**src/rtl/alarma_controller_pkg.sv**
```systemverilog
// alarma_controller_pkg: state codes and datapath widths shared by the alarm controller slice
package alarma_controller_pkg;
  localparam int ST_W  = 3;
  localparam int TMR_W = 8;
  localparam logic [ST_W-1:0] ST_DISARMED = 3'd0;
  localparam logic [ST_W-1:0] ST_EXIT     = 3'd1;
  localparam logic [ST_W-1:0] ST_ARMED    = 3'd2;
  localparam logic [ST_W-1:0] ST_ENTRY    = 3'd3;
  localparam logic [ST_W-1:0] ST_ALARM    = 3'd4;
endpackage

```
**src/rtl/alarma_controller_if.sv**
```systemverilog
// alarma_controller_if: panel/sensor inputs and siren/indicator outputs of the alarm controller
interface alarma_controller_if;
  import alarma_controller_pkg::*;
  logic            arm;
  logic            disarm;
  logic [3:0]      code;
  logic            sensor_y;
  logic            siren;
  logic            armed;
  logic            beep;
  logic [ST_W-1:0] state;
  modport master (output arm, disarm, code, sensor_y, input siren, armed, beep, state);
  modport slave  (input arm, disarm, code, sensor_y, output siren, armed, beep, state);
endinterface

```
**src/rtl/alarma_timer.sv**
```systemverilog
// alarma_timer: loadable down-counter that stops at zero instead of wrapping
module alarma_timer
  import alarma_controller_pkg::*;
(
  input  logic             clk,
  input  logic             reset,
  input  logic             load,
  input  logic [TMR_W-1:0] load_val,
  output logic             zero
);
  logic [TMR_W-1:0] cnt;
  always_ff @(posedge clk or posedge reset)
    if (reset) cnt <= '0;
    else if (load) cnt <= load_val;
    else if (cnt != '0) cnt <= cnt - 1'b1;
  assign zero = cnt == '0;
endmodule

```
**src/rtl/alarma_controller.sv**
```systemverilog
// alarma_controller: arm/exit/entry/siren sequencing with PIN disarm and three-strike lockout
module alarma_controller
  import alarma_controller_pkg::*;
#(
  parameter int         EXIT_CYC  = 8,
  parameter int         ENTRY_CYC = 4,
  parameter int         SIREN_CYC = 16,
  parameter logic [3:0] PIN       = 4'b1010
) (
  input logic           clk,
  input logic           reset,
  alarma_controller_if.slave bus
);
  localparam logic [TMR_W-1:0] EXIT_LD  = TMR_W'(EXIT_CYC - 1);
  localparam logic [TMR_W-1:0] ENTRY_LD = TMR_W'(ENTRY_CYC - 1);
  localparam logic [TMR_W-1:0] SIREN_LD = TMR_W'(SIREN_CYC - 1);
  logic [ST_W-1:0]  st, nxt;
  logic [1:0]       fail_cnt;
  logic [TMR_W-1:0] lv;
  logic             ld, zero, good, bad_code, strike3;
  assign good     = bus.disarm && bus.code == PIN;
  assign bad_code = bus.disarm && bus.code != PIN;
  assign strike3  = bad_code && fail_cnt == 2'd2;
  always_comb begin
    nxt = st;
    ld  = 1'b0;
    lv  = '0;
    if (st == ST_DISARMED) begin
      if (bus.arm) begin nxt = ST_EXIT; ld = 1'b1; lv = EXIT_LD; end
    end else if (st > ST_ALARM || good) nxt = ST_DISARMED;
    // a strike while already sounding leaves the running burst untouched
    else if (strike3 && st != ST_ALARM) begin nxt = ST_ALARM; ld = 1'b1; lv = SIREN_LD; end
    else case (st)
      ST_EXIT:  if (zero) nxt = ST_ARMED;
      ST_ARMED: if (bus.sensor_y) begin nxt = ST_ENTRY; ld = 1'b1; lv = ENTRY_LD; end
      ST_ENTRY: if (zero) begin nxt = ST_ALARM; ld = 1'b1; lv = SIREN_LD; end
      ST_ALARM: if (zero) begin
        nxt = bus.sensor_y ? ST_ALARM : ST_ARMED;
        ld  = bus.sensor_y;
        lv  = SIREN_LD;
      end
      default: nxt = ST_DISARMED;
    endcase
  end
  always_ff @(posedge clk or posedge reset)
    if (reset) begin
      st       <= ST_DISARMED;
      fail_cnt <= '0;
    end else begin
      st <= nxt;
      if (nxt == ST_DISARMED) fail_cnt <= '0;
      else if (bad_code && st != ST_DISARMED && fail_cnt != 2'd3) fail_cnt <= fail_cnt + 1'b1;
    end
  alarma_timer u_timer (.clk(clk), .reset(reset), .load(ld), .load_val(lv), .zero(zero));
  assign bus.state = st;
  assign bus.siren = st == ST_ALARM;
  assign bus.armed = st != ST_DISARMED && st <= ST_ALARM;
  assign bus.beep  = st == ST_EXIT || st == ST_ENTRY;
endmodule

```
**src/flat_wrapper.sv**
```systemverilog
// flat-port wrapper written by rule: the top's interface ports become plain ports
module alarma_controller_flat import alarma_controller_pkg::*;
#(
  parameter int         EXIT_CYC  = 8,
  parameter int         ENTRY_CYC = 4,
  parameter int         SIREN_CYC = 16,
  parameter logic [3:0] PIN       = 4'b1010
)
  (clk, reset, bus_arm, bus_disarm, bus_code, bus_sensor_y, bus_siren, bus_armed, bus_beep, bus_state);
  alarma_controller_if bus_i ();
  input logic clk;
  input logic reset;
  input wire logic [$bits(bus_i.arm)-1:0] bus_arm;
  input wire logic [$bits(bus_i.disarm)-1:0] bus_disarm;
  input wire logic [$bits(bus_i.code)-1:0] bus_code;
  input wire logic [$bits(bus_i.sensor_y)-1:0] bus_sensor_y;
  output wire logic [$bits(bus_i.siren)-1:0] bus_siren;
  output wire logic [$bits(bus_i.armed)-1:0] bus_armed;
  output wire logic [$bits(bus_i.beep)-1:0] bus_beep;
  output wire logic [$bits(bus_i.state)-1:0] bus_state;
  assign bus_i.arm = bus_arm;
  assign bus_i.disarm = bus_disarm;
  assign bus_i.code = bus_code;
  assign bus_i.sensor_y = bus_sensor_y;
  assign bus_siren = bus_i.siren;
  assign bus_armed = bus_i.armed;
  assign bus_beep = bus_i.beep;
  assign bus_state = bus_i.state;
  alarma_controller #(.EXIT_CYC(EXIT_CYC), .ENTRY_CYC(ENTRY_CYC), .SIREN_CYC(SIREN_CYC), .PIN(PIN)) u_core (.clk(clk), .reset(reset), .bus(bus_i));
endmodule
```
**config.mk**
```make
export PLATFORM = sky130hd
export DESIGN_NAME = alarma_controller_flat
export DESIGN_NICKNAME = d
export VERILOG_FILES = /design/src/rtl/alarma_controller_pkg.sv /design/src/rtl/alarma_controller_if.sv /design/src/rtl/alarma_timer.sv /design/src/rtl/alarma_controller.sv /design/src/flat_wrapper.sv
export SDC_FILE = /design/constraint.sdc
export NUM_CORES = 1
export LEC_CHECK = 0
export CORE_MARGIN = 1
export CORE_UTILIZATION = 50
export CTS_CLUSTER_SIZE = 12
export DETAILED_ROUTE_END_ITERATION = 8
export PLACE_DENSITY = 0.73
export SYNTH_ARGS = -nofsm -noshare
export SYNTH_HDL_FRONTEND = slang
export SYNTH_SLANG_ARGS = --single-unit
export TNS_END_PERCENT = 20
```
**constraint.sdc**
```tcl
create_clock -name clk -period 3 [get_ports clk]
set_input_delay 0.45 -clock clk [delete_from_list [all_inputs] [get_ports clk]]
set_output_delay 0.45 -clock clk [all_outputs]
set_load 0.005 [all_outputs]
```
After elaboration in Yosys (flattened, before gate mapping)
Index checks and enable logic that the tools add are counted.
{"block": "totals", "wordCells": 62, "inputBits": 9, "regBits": 13}
{"block": "classes", "add_sub_neg": 2, "magnitude_cmp": 2, "muxes": 29, "n_eq_ne": 9, "reduce_logical": 17}
{"cell": "$mux 8", "count": 5}
{"cell": "$mux 3", "count": 10}
{"cell": "$pmux 8 s2", "count": 1}
{"cell": "$pmux 3 s4", "count": 1}
{"cell": "$logic_not 8->1", "count": 1}
{"cell": "$reduce_bool 8->1", "count": 1}
{"cell": "$sub 8x1->8 const B", "count": 1}
{"cell": "$logic_and 1x1->1", "count": 7}
{"cell": "$mux 1", "count": 7}
{"cell": "$eq 3x2->1 const B", "count": 2}
{"cell": "$logic_not 3->1", "count": 2}
{"cell": "$mux 2", "count": 3}
{"cell": "$eq 4x4->1 const B", "count": 1}
{"cell": "$mux 4", "count": 1}
{"cell": "$ne 4x4->1 const B", "count": 1}
{"cell": "$reduce_bool 2->1", "count": 2}
{"cell": "$eq 3x1->1 const B", "count": 1}
{"cell": "$eq 3x3->1 const B", "count": 1}
{"cell": "$gt 3x3->1 const B", "count": 1}
{"cell": "$le 3x3->1 const B", "count": 1}
{"cell": "$ne 3x3->1 const B", "count": 1}
{"cell": "$pmux 1 s3", "count": 1}
{"cell": "$reduce_bool 3->1", "count": 1}
{"cell": "$add 2x1->2 const B", "count": 1}
{"cell": "other kinds (4)", "count": 5}

Depth between registers and ports, before layout
Gate-level depths: netlist of the first run.
{"block": "logic_depth", "word_depth": 9, "mapped_depth": 10, "ltp_nobuf": 8}

By module
A second synthesis of the first run with hierarchy kept.
{"block": "unflattened", "cells_unflattened": 140, "area_unflattened_um2": 1132.3}
{"module": "alarma_controller", "cells_each": 84, "area_per_inst_um2": 635.6, "seq_area_each_um2": 125.1, "n_inst": 1}
{"module": "alarma_timer", "cells_each": 56, "area_per_inst_um2": 496.7, "seq_area_each_um2": 200.2, "n_inst": 1}

Least setup slack after synthesis of the first run
Ideal clock, no wire load.
{"block": "synth_timing", "path_type": "reg2reg", "from": "register u_core.st[1], in the netlist u_core.bus.state[1]", "to": "register u_core.fail_cnt[0]", "t_arrival_ps": 1983, "stages_incl_launch_ff": 11, "synth_period_minus_slack_ps": 2104, "required_time_ps": 2879, "setup_slack_ps": 896, "setup_ps": 121, "cell_sequence": "dfrtp_1 -> clkbuf_1 -> nor2_1 -> ha_1 -> clkbuf_1 -> inv_1 -> nor3_1 -> o22a_2 -> o2111ai_1 -> a21oi_2 -> nor2_1"}
{"block": "synth_via", "elab_chain_cells": 7}
{"element": "from (decl)", "line": "alarma_controller.sv:17", "source": "logic [ST_W-1:0] st, nxt;"}
{"element": "from (signal assigned)", "line": "alarma_controller.sv:50", "source": "st <= nxt;"}
{"element": "$eq 3x3->1, or another cell as far along", "line": "alarma_controller.sv:33", "source": "else case (st)"}
{"element": "$pmux 3 s4 / $logic_and 1x1->1 (equally long branches)", "line": "alarma_controller.sv:33, alarma_controller.sv:32"}
{"element": "$mux 3", "line": "alarma_controller.sv:32", "source": "else if (strike3 && st != ST_ALARM) begin nxt = ST_ALARM; ld = 1'b1; lv = SIREN_LD; end"}
{"element": "$mux 3", "line": "alarma_controller.sv:30", "source": "end else if (st > ST_ALARM || good) nxt = ST_DISARMED;"}
{"element": "$mux 3", "line": "alarma_controller.sv:28", "source": "if (st == ST_DISARMED) begin"}
{"element": "$logic_not 3->1", "line": "alarma_controller.sv:51", "source": "if (nxt == ST_DISARMED) fail_cnt <= '0;"}
{"element": "$mux 2 / $reduce_bool 2->1 (equally long branches)"}
{"element": "to (signal assigned)", "line": "alarma_controller.sv:52", "source": "else if (bad_code && st != ST_DISARMED && fail_cnt != 2'd3) fail_cnt <= fail_cnt + 1'b1;"}
{"element": "to (decl)", "line": "alarma_controller.sv:18", "source": "logic [1:0] fail_cnt;"}
Parallel ways exist; a longest one is shown, timed or not.
A chain may end at the register's enable or synchronous reset.

Worst setup path in the final report of the first run
{"block": "layout_timing", "from": "register u_core.st[0], in the netlist u_core.bus.state[0]", "to": "output port bus_siren"}
{"block": "layout_via", "elab_chain_cells": 1}
{"element": "$eq 3x3->1", "line": "alarma_controller.sv:56", "source": "assign bus.siren = st == ST_ALARM;"}
{"element": "to (decl)", "line": "flat_wrapper.sv:17", "source": "output wire logic [$bits(bus_i.siren)-1:0] bus_siren;"}
Every way passes these cells.

==> flow_metrics.tcl, run 1 <==
set metrics [dict create \
    cts.repair.resized 0 \
    grt_first_pass_wirelength_mm 3.35 \
    fill_cells 177 \
    post-route-util 0.660 \
    startpoint "u_core.bus.state[0]$_DFF_PP0_" \
    n_antenna_cell 0 \
    critPathTopFamily "buffers and inverters" \
    ys_async_sr_fraction 1.00 \
    finalHoldViolations 0 \
    syn2layout_area_growth_pct 18.2 \
    syn_inst 119 \
    power.density_nw_per_um2 900 \
    htree_num_levels 1 \
    antenna_found_initial 0 \
    drv_cap 0 \
    postCtsHoldBufs 0 \
    critPathMaxFanout 10 \
    ys.flop_type "dfrtp_1" \
    layout_setup_ws_ps 515 \
    synth_edf_count 0 \
    grt_pass1_vias 798 \
    critPathArrivalTime_ps 2040 \
    coreArea_um2 1800 \
    grt_usage 0.219 \
    dieHeight_um 46.9 \
    ant_nets 0 \
    synth.most_common_cell "dfrtp_1" \
    place_congestion 0.807 \
    period_share 0.828 \
    syn_avg_cell_area_um2 8.45 \
    root_buffer "clkbuf_4" \
    rsz0062_at_grt "no" \
    grt_overflow 0 \
    synth_top_area_frac 0.323 \
    num_rows 15 \
    critical_path.cell_chain "nor2_1, ha_1, clkdlybuf4s50_1" \
    drt-pass1-iter-count 4 \
    drt-wirelength-per-cell_um 13.6 \
    drv_slew 0 \
    worst_setup_path_end_kind "output pin" \
    outcome "finished, final reports clean" \
    fmax_ghz 0.402 \
    pre_cts_slack_ps 695 \
    vias 912 \
    post-route-min-period_ps 2490 \
    tritoncts "yes" \
    p_leak_nw 0.505 \
    synth-seq-cells 13 \
    cts_sinks 13 \
    finClkSkew_ps 13.4 \
    clk_latency_ps 280 \
    die_w_um 46.9 \
    clockBufferDepth 2 \
    cpMaxStageDelayCell "clkdlybuf4s50_1" \
    routed_via_density 5.77 \
    crit_path_start_kind "register" \
    design_power_total_w 0.00107 \
    routed_wl_mm 2.15 \
    reg2reg_from "u_core.bus.state[0]$_DFF_PP0_" \
    dp_hpwl_mm 1.66 \
    portBuffers 14 \
    tightest_slew_ps 572 \
    drc 0 \
    layout.nets 149 \
    maxSlewHeadroom 0.616 \
    ys_top_cells_by_area "dfrtp_1 (32%), ha_1 (7.5%), nor3_1 (4.5%), a21oi_1 (4.0%), o21ai_0 (4.0%)" \
    drive_above_1_share 0.105 \
    first_iter_violations 25 \
    synth_top_area_cell "dfrtp_1" \
    syn_nets 134 \
    cts_made_buffers 3 \
    critPathBufInv 1 \
    die_area_um2 2200 \
    start_util 0.558 \
    hp-class "input port to asynchronous set/reset pin" \
    io_pins 15 \
    setup_tns_ps 0 \
    ir_drop_mv 0.618 \
    synthTopCellsByCount "dfrtp_1 (13), nand2_1 (9), nor2_1 (9), nor3_1 (9)" \
    ys_warn_count 0 \
    worstSetupPathType "register to output pin" \
    max_stage_delay_ps 560 \
    synth-seq-area-share 0.323 \
    clkTransAtPathRegs_ps 90 \
    setup-violations-final 0 \
    post-cts-setup-buffers 0 \
    synth.cell_area_um2 1010 \
    cp.required_ps 2550 \
    synth_cell_types 36 \
    grt_max_degree 15 \
]
routing by layer:
metal / global-route usage / routed length, um / share of wire
met1: 0.262 / 954 / 0.44
met2: 0.386 / 1060 / 0.49
met3: 0.0269 / 104 / 0.048
met4: 0.103 / 32 / 0.015
met5: 0 / 0 / 0
final timing paths:
check	to	slack [ps]	depth (start not counted)
max reg2reg	u_core.fail_cnt[0]$_DFFE_PP0P_	720	8
max in group asynchronous	u_core.u_timer.cnt[1]$_DFFE_PP0P_	2150	2
min reg2reg	u_core.u_timer.cnt[1]$_DFFE_PP0P_	560	2
max	bus_siren	510	3
min	u_core.u_timer.cnt[7]$_DFFE_PP0P_	490	2
min in group clk	u_core.u_timer.cnt[1]$_DFFE_PP0P_	560	2
kinds of logic after synthesis:
family          after synthesis  synth area share
compound gates               30             0.194
xor+xnor                      6            0.0522
fa+ha+maj                     6            0.0746
buf+inv                      12            0.0448
simple gates                 50             0.291
flops                        13             0.323
mux                           2            0.0199
sequential cells by signal, summed over array words and instances, names as in the netlist:
register / cells
u_core.u_timer.cnt: 8
u_core.bus.state: 3
u_core.fail_cnt: 2
report_power, final:
| part | switching (W) | internal (W) |
|---|---|---|
| clock network | 0.0000613 | 0.0000515 |
| registers | 0.0000911 | 0.000243 |
| logic | 0.000337 | 0.000285 |
| total | 0.000490 | 0.000579 |
placed cells by master (no fill, tap or decap), types with 3 or more instances in the layout:
master	instances
xor2_1	4
nand3_1	4
clkdlybuf4s50_1	14
ha_1	6
nand2b_1	3
nor2_1	9
nor3_1	9
inv_1	8
nand2_1	9
dfrtp_1	13
a21oi_1	8
clkbuf_4	3
o21ai_0	8
through the flow:
stage	std cells	hold slack (ps)	cell area, um2
floorplan	119	327	1010
global placement	154	543	1160
detailed placement	154	536	1160
CTS	158	510	1190
global route	158	548	1190
finish	158	490	1190
area by class of cell:
| class | count | area, um2 | area share |
|---|---|---|---|
| flip-flops and latches | 13 | 325 | 0.274 |
| clock buffers | 4 | 26.3 | 0.0221 |
| repair buffers | 14 | 140 | 0.118 |
| inverters | 8 | 30.0 | 0.0253 |
| well taps | 25 | 31.3 | 0.0263 |
| multi-input cells | 94 | 636 | 0.535 |
(Power assumes the default switching activity.)
==> inputs of run 2 (changes only) <==
CORE_UTILIZATION = 48   (was 50)
clock period = 2.2 ns   (was 3 ns; I/O delays follow)
==> run 2 against run 1 <==
  * Largest cell class unchanged
  * Power rose by 47%
  * Highest routed layer is now met3
  * Critical path depth rose by 5
  * Final cell count up 7.6%
  * Die area rose by 4.0%
  * Utilization is 1.4 points lower
==> flow_metrics.tcl, run 2 (synthesis results as in run 1) <==
set metrics [dict create \
    outcome "finished, final reports clean" \
    final_cell_mix "clkdlybuf4s50_1 (14), dfrtp_1 (13), buf_4 (10)" \
    combPwrFrac 0.637 \
    hp-class "input port to asynchronous set/reset pin" \
    drv_slew 0 \
    worstSetupPathType "register to register" \
    num_rows 16 \
    critPathTopFamily "simple AND/OR/NAND/NOR gates" \
    critical_path.cell_chain "inv_1, ha_1, or4b_4, nor2_2, o22a_2, o2111ai_1, a21oi_2, nor2_1" \
    setup_tns_ps 0 \
    die_area_um2 2280 \
    routed_via_density 5.83 \
    fill_cells 191 \
    dp_hpwl_mm 1.83 \
    post-route-min-period_ps 2090 \
    critPathArrivalTime_ps 2250 \
    critPathBufInv 1 \
    internal-power_w 0.000877 \
    drc 0 \
    rsz0062_at_grt "no" \
    share_seq_of_total_power 0.268 \
    drt-pass1-iter-count 4 \
    pre_cts_slack_ps 131 \
    p_leak_nw 0.555 \
    postCtsHoldBufs 0 \
    clockPowerShare 0.095 \
    dieHeight_um 47.8 \
    clockBufferDepth 2 \
    drv_cap 0 \
    maxSlewHeadroom 0.677 \
    tritoncts "yes" \
    vias 991 \
    grt_pass1_vias 856 \
    htree_num_levels 1 \
    layout_setup_ws_ps 114 \
    final_area_um2 1270 \
    start_util 0.513 \
    period_share 0.948 \
    cpMaxStageDelayCell "or4b_4" \
    ir_drop_mv 0.601 \
    critPathMaxFanout 5 \
    cts.repair.resized 0 \
    tightest_slew_ps 483 \
    post-cts-setup-buffers 0 \
    place_congestion 0.934 \
    layout.nets 159 \
    power.density_nw_per_um2 1240 \
    worst_setup_path_end_kind "register" \
    root_buffer "clkbuf_4" \
    portBuffers 14 \
    n_antenna_cell 0 \
    io_pins 15 \
    drt-wirelength-per-cell_um 14.1 \
    ant_nets 0 \
    top_register "u_core.u_timer.cnt" \
    coreArea_um2 1960 \
    grt_max_degree 14 \
    drive_above_1_share 0.168 \
    cp.required_ps 2360 \
    switchingPower_w 0.000695 \
    grt_usage 0.228 \
    syn2layout_area_growth_pct 25.9 \
    finalHoldViolations 0 \
    placed_cell_area_um2 1240 \
    fmax_ghz 0.479 \
    cts_sinks 13 \
    swShare 0.442 \
    setup-violations-final 0 \
    grt_first_pass_wirelength_mm 3.71 \
    routed_wl_mm 2.40 \
    grt_overflow 0 \
    antenna_found_initial 0 \
    clkTransAtPathRegs_ps 90 \
    finClkSkew_ps 3.94 \
    die_w_um 47.8 \
    cts_made_buffers 3 \
    final_common_cell "clkdlybuf4s50_1" \
    max_stage_delay_ps 520 \
    crit_path_start_kind "register" \
    clk_latency_ps 270 \
    largest_register_ff_count 8 \
    first_iter_violations 38 \
]
-- run 2: through the flow --
stage / hold WS [ps] / power (W) / utilization / std cells
6_report: 366 / 0.00157 / 0.645 / 170
5_1_grt: 452 / 0.00171 / 0.645 / 170
4_1_cts: 389 / 0.00156 / 0.645 / 170
3_5_place_dp: 545 / 0.00141 / 0.632 / 166
3_3_place_gp: 541 / 0.00138 / 0.632 / 166
2_1_floorplan: 207 / 0.00106 / - / 119
-- run 2: power groups by stage --
stage | logic [W] | clock network, W | registers, W
after global placement | 0.000964 | 0 | 0.000417
after CTS | 0.000993 | 0.000151 | 0.000419
final | 0.00100 | 0.000150 | 0.000421
after global routing | 0.00111 | 0.000161 | 0.000432
after detailed placement | 0.000982 | 0 | 0.000425
after floorplan | 0.000650 | 0 | 0.000407
-- run 2: worst paths after layout --
check,from,to,slack (ps),depth (start not counted)
max,u_core.u_timer.cnt[0]$_DFFE_PP0P_,u_core.fail_cnt[0]$_DFFE_PP0P_,110,8
min,reset,u_core.u_timer.cnt[7]$_DFFE_PP0P_,370,2
max reg2reg,u_core.u_timer.cnt[0]$_DFFE_PP0P_,u_core.fail_cnt[0]$_DFFE_PP0P_,110,8
min reg2reg,u_core.u_timer.cnt[1]$_DFFE_PP0P_,u_core.u_timer.cnt[1]$_DFFE_PP0P_,580,2
max in group asynchronous,reset,u_core.u_timer.cnt[6]$_DFFE_PP0P_,1510,2
min in group clk,u_core.u_timer.cnt[1]$_DFFE_PP0P_,u_core.u_timer.cnt[1]$_DFFE_PP0P_,580,2
-- run 2: layout make-up --
class / instances / area (um2) / share of cell area
Multi-Input combinational cell: 94 / 636 / 0.502
Sequential cell: 13 / 325 / 0.257
Timing Repair Buffer: 24 / 215 / 0.170
Tap cell: 27 / 33.8 / 0.0267
Inverter: 8 / 30.0 / 0.0237
Clock buffer: 4 / 26.3 / 0.0208
-- run 2: per-layer routing --
| metal | up-vias | global-route usage | routed length (um) |
|---|---|---|---|
| met5 | - | 0 | 0 |
| met1 | 474 | 0.322 | 1140 |
| li1 | 478 | - | - |
| met4 | 0 | 0.0389 | 0 |
| met2 | 39 | 0.378 | 1110 |
| met3 | 0 | 0.0302 | 142 |
==> inputs of run 3 (changes only) <==
CORE_UTILIZATION = 50   (was 48)
CTS_BUF_LIST = sky130_fd_sc_hd__clkbuf_8   (was not set)
PLACE_DENSITY = 0.76   (was 0.73)
TNS_END_PERCENT = 50   (was 20)
==> run 3 against run 2 <==
  * Setup slack gained 7.3 ps
  * Register-to-register slack barely moved
  * Combinational power about the same
  * Design area is 0.79% higher
  * Largest power group unchanged
  * Utilization up 6.3 points
  * Critical path type unchanged
  * Flip-flop and latch count is the same
  * Largest cell class unchanged
==> flow_metrics.tcl, run 3 (synthesis results as in run 1) <==
set metrics [dict create \
    outcome "finished, final reports clean" \
    multiInputGateArea_um2 652 \
    final_common_cell "clkdlybuf4s50_1" \
    fill_cells 149 \
    routed_wl_mm 2.30 \
    root_buffer "clkbuf_8" \
    drive_above_1_share 0.171 \
    grt_overflow 0 \
    ir_drop_mv 0.822 \
    layout_setup_ws_ps 121 \
    setup-violations-final 0 \
    cts_sinks 13 \
    worstSetupPathType "register to register" \
    power.density_nw_per_um2 1270 \
    n_antenna_cell 0 \
    dieHeight_um 46.9 \
    final_cell_mix "clkdlybuf4s50_1 (14), dfrtp_1 (13), nor3_1 (9), inv_1 (9), nand2_1 (9)" \
    p_leak_nw 0.551 \
    grt_first_pass_wirelength_mm 3.68 \
    post-route-min-period_ps 2080 \
    crit_path_start_kind "register" \
    place_congestion 0.927 \
    reg2reg_from "u_core.u_timer.cnt[0]$_DFFE_PP0P_" \
    htree_num_levels 1 \
    register_area_um2 325 \
    cp.required_ps 2340 \
    finalHoldViolations 0 \
    top_register "u_core.u_timer.cnt" \
    clockBufferDepth 2 \
    tritoncts "yes" \
    portBuffers 14 \
    post-route-util 0.708 \
    drc 0 \
    ant_nets 0 \
    instances_no_fill 165 \
    drv_slew 0 \
    hp-class "input port to asynchronous set/reset pin" \
    timing.hold.ws_ps 410 \
    maxSlewHeadroom 0.651 \
    drv_cap 0 \
    io_pins 15 \
    pre_cts_slack_ps 106 \
    tightest_slew_ps 523 \
    antenna_found_initial 0 \
    die_w_um 46.9 \
    drt-wirelength-per-cell_um 13.9 \
    grt_max_degree 14 \
    critPathArrivalTime_ps 2220 \
    vias 939 \
    first_iter_violations 20 \
    reg2reg_slack_ps 120 \
    drt-pass1-iter-count 4 \
    layout.nets 156 \
    start_util 0.558 \
    finClkSkew_ps 6.75 \
    postCtsHoldBufs 0 \
    worst_setup_path_end_kind "register" \
    num_rows 15 \
    clk_latency_ps 250 \
    routed_via_density 5.69 \
    grt_pass1_vias 851 \
    cts_made_buffers 3 \
    r2r-end "u_core.fail_cnt[0]$_DFFE_PP0P_" \
    period_share 0.945 \
    fmax_ghz 0.481 \
    grt_usage 0.244 \
    r2r_cells 8 \
    coreArea_um2 1800 \
    clkTransAtPathRegs_ps 60 \
    critPathMaxFanout 5 \
    die_area_um2 2200 \
    cts.repair.resized 0 \
    syn2layout_area_growth_pct 26.9 \
    largest_register_ff_count 8 \
    post-cts-setup-buffers 0 \
    dp.cells 161 \
    dp_hpwl_mm 1.70 \
]
==> run 3: cell types whose count changed in the layout (fill, tap and decap cells not counted), sizes merged <==
cell    delta
buf        -3
clkbuf     -1
inv        +1
==> run 3: where the power goes <==
part	total [W]	internal (W)	switching [W]	leakage [nW]
Clock	0.000216	0.000124	0.0000927	0.0269
Combinational	0.000970	0.000461	0.000509	0.356
Sequential	0.000433	0.000333	0.0000997	0.167
==> run 3: through the flow <==
step | area, um2 | power (W) | TNS [ps]
floorplan | 1010 | 0.00106 | 0
global placement | 1210 | 0.00134 | 0
detailed placement | 1210 | 0.00136 | 0
CTS | 1260 | 0.00158 | 0
global route | 1280 | 0.00175 | -4.79
finish | 1280 | 0.00162 | 0
==> run 3: how the worst max path moves through the flow <==
stage | slack [ps] | startpoint | depth (start not counted) | end
final | 120 | u_core.u_timer.cnt[0]$_DFFE_PP0P_ | 8 | u_core.fail_cnt[0]$_DFFE_PP0P_
after global routing | -5 | u_core.u_timer.cnt[0]$_DFFE_PP0P_ | 8 | u_core.fail_cnt[0]$_DFFE_PP0P_
after CTS | 110 | u_core.bus.state[1]$_DFF_PP0_ | 3 | bus_siren
after detailed placement | 110 | bus_code[2] | 5 | u_core.fail_cnt[1]$_DFFE_PP0P_
after global placement | 150 | bus_code[2] | 5 | u_core.fail_cnt[1]$_DFFE_PP0P_
after floorplan | 100 | u_core.bus.state[1]$_DFF_PP0_ | 10 | u_core.fail_cnt[0]$_DFFE_PP0P_
==> run 3: final cells by class <==
| type | instances | area share |
|---|---|---|
| Clock inverter | 1 | 0.00294 |
| Sequential cell | 13 | 0.255 |
| Multi-Input combinational cell | 94 | 0.511 |
| Timing Repair Buffer | 21 | 0.151 |
| Clock buffer | 3 | 0.0324 |
| Tap cell | 25 | 0.0245 |
| Inverter | 8 | 0.0235 |
==> run 3: layer usage <==
layer  GRT usage  share of wire  vias to the layer above
met2       0.419           0.49                       37
met1       0.283           0.43                      425
li1            -              -                      472
met4      0.0914          0.018                        0
met3      0.0769          0.064                        5
met5           0              0                        -
==> run 3: worst max-delay path, stage by stage, from the launching register on <==
cell	delay [ps]
dfrtp_1	400
inv_1	80
ha_2	210
or4b_4	500
nor2_2	150
o22a_2	190
o2111ai_1	150
a21oi_2	220
nor2_1	70
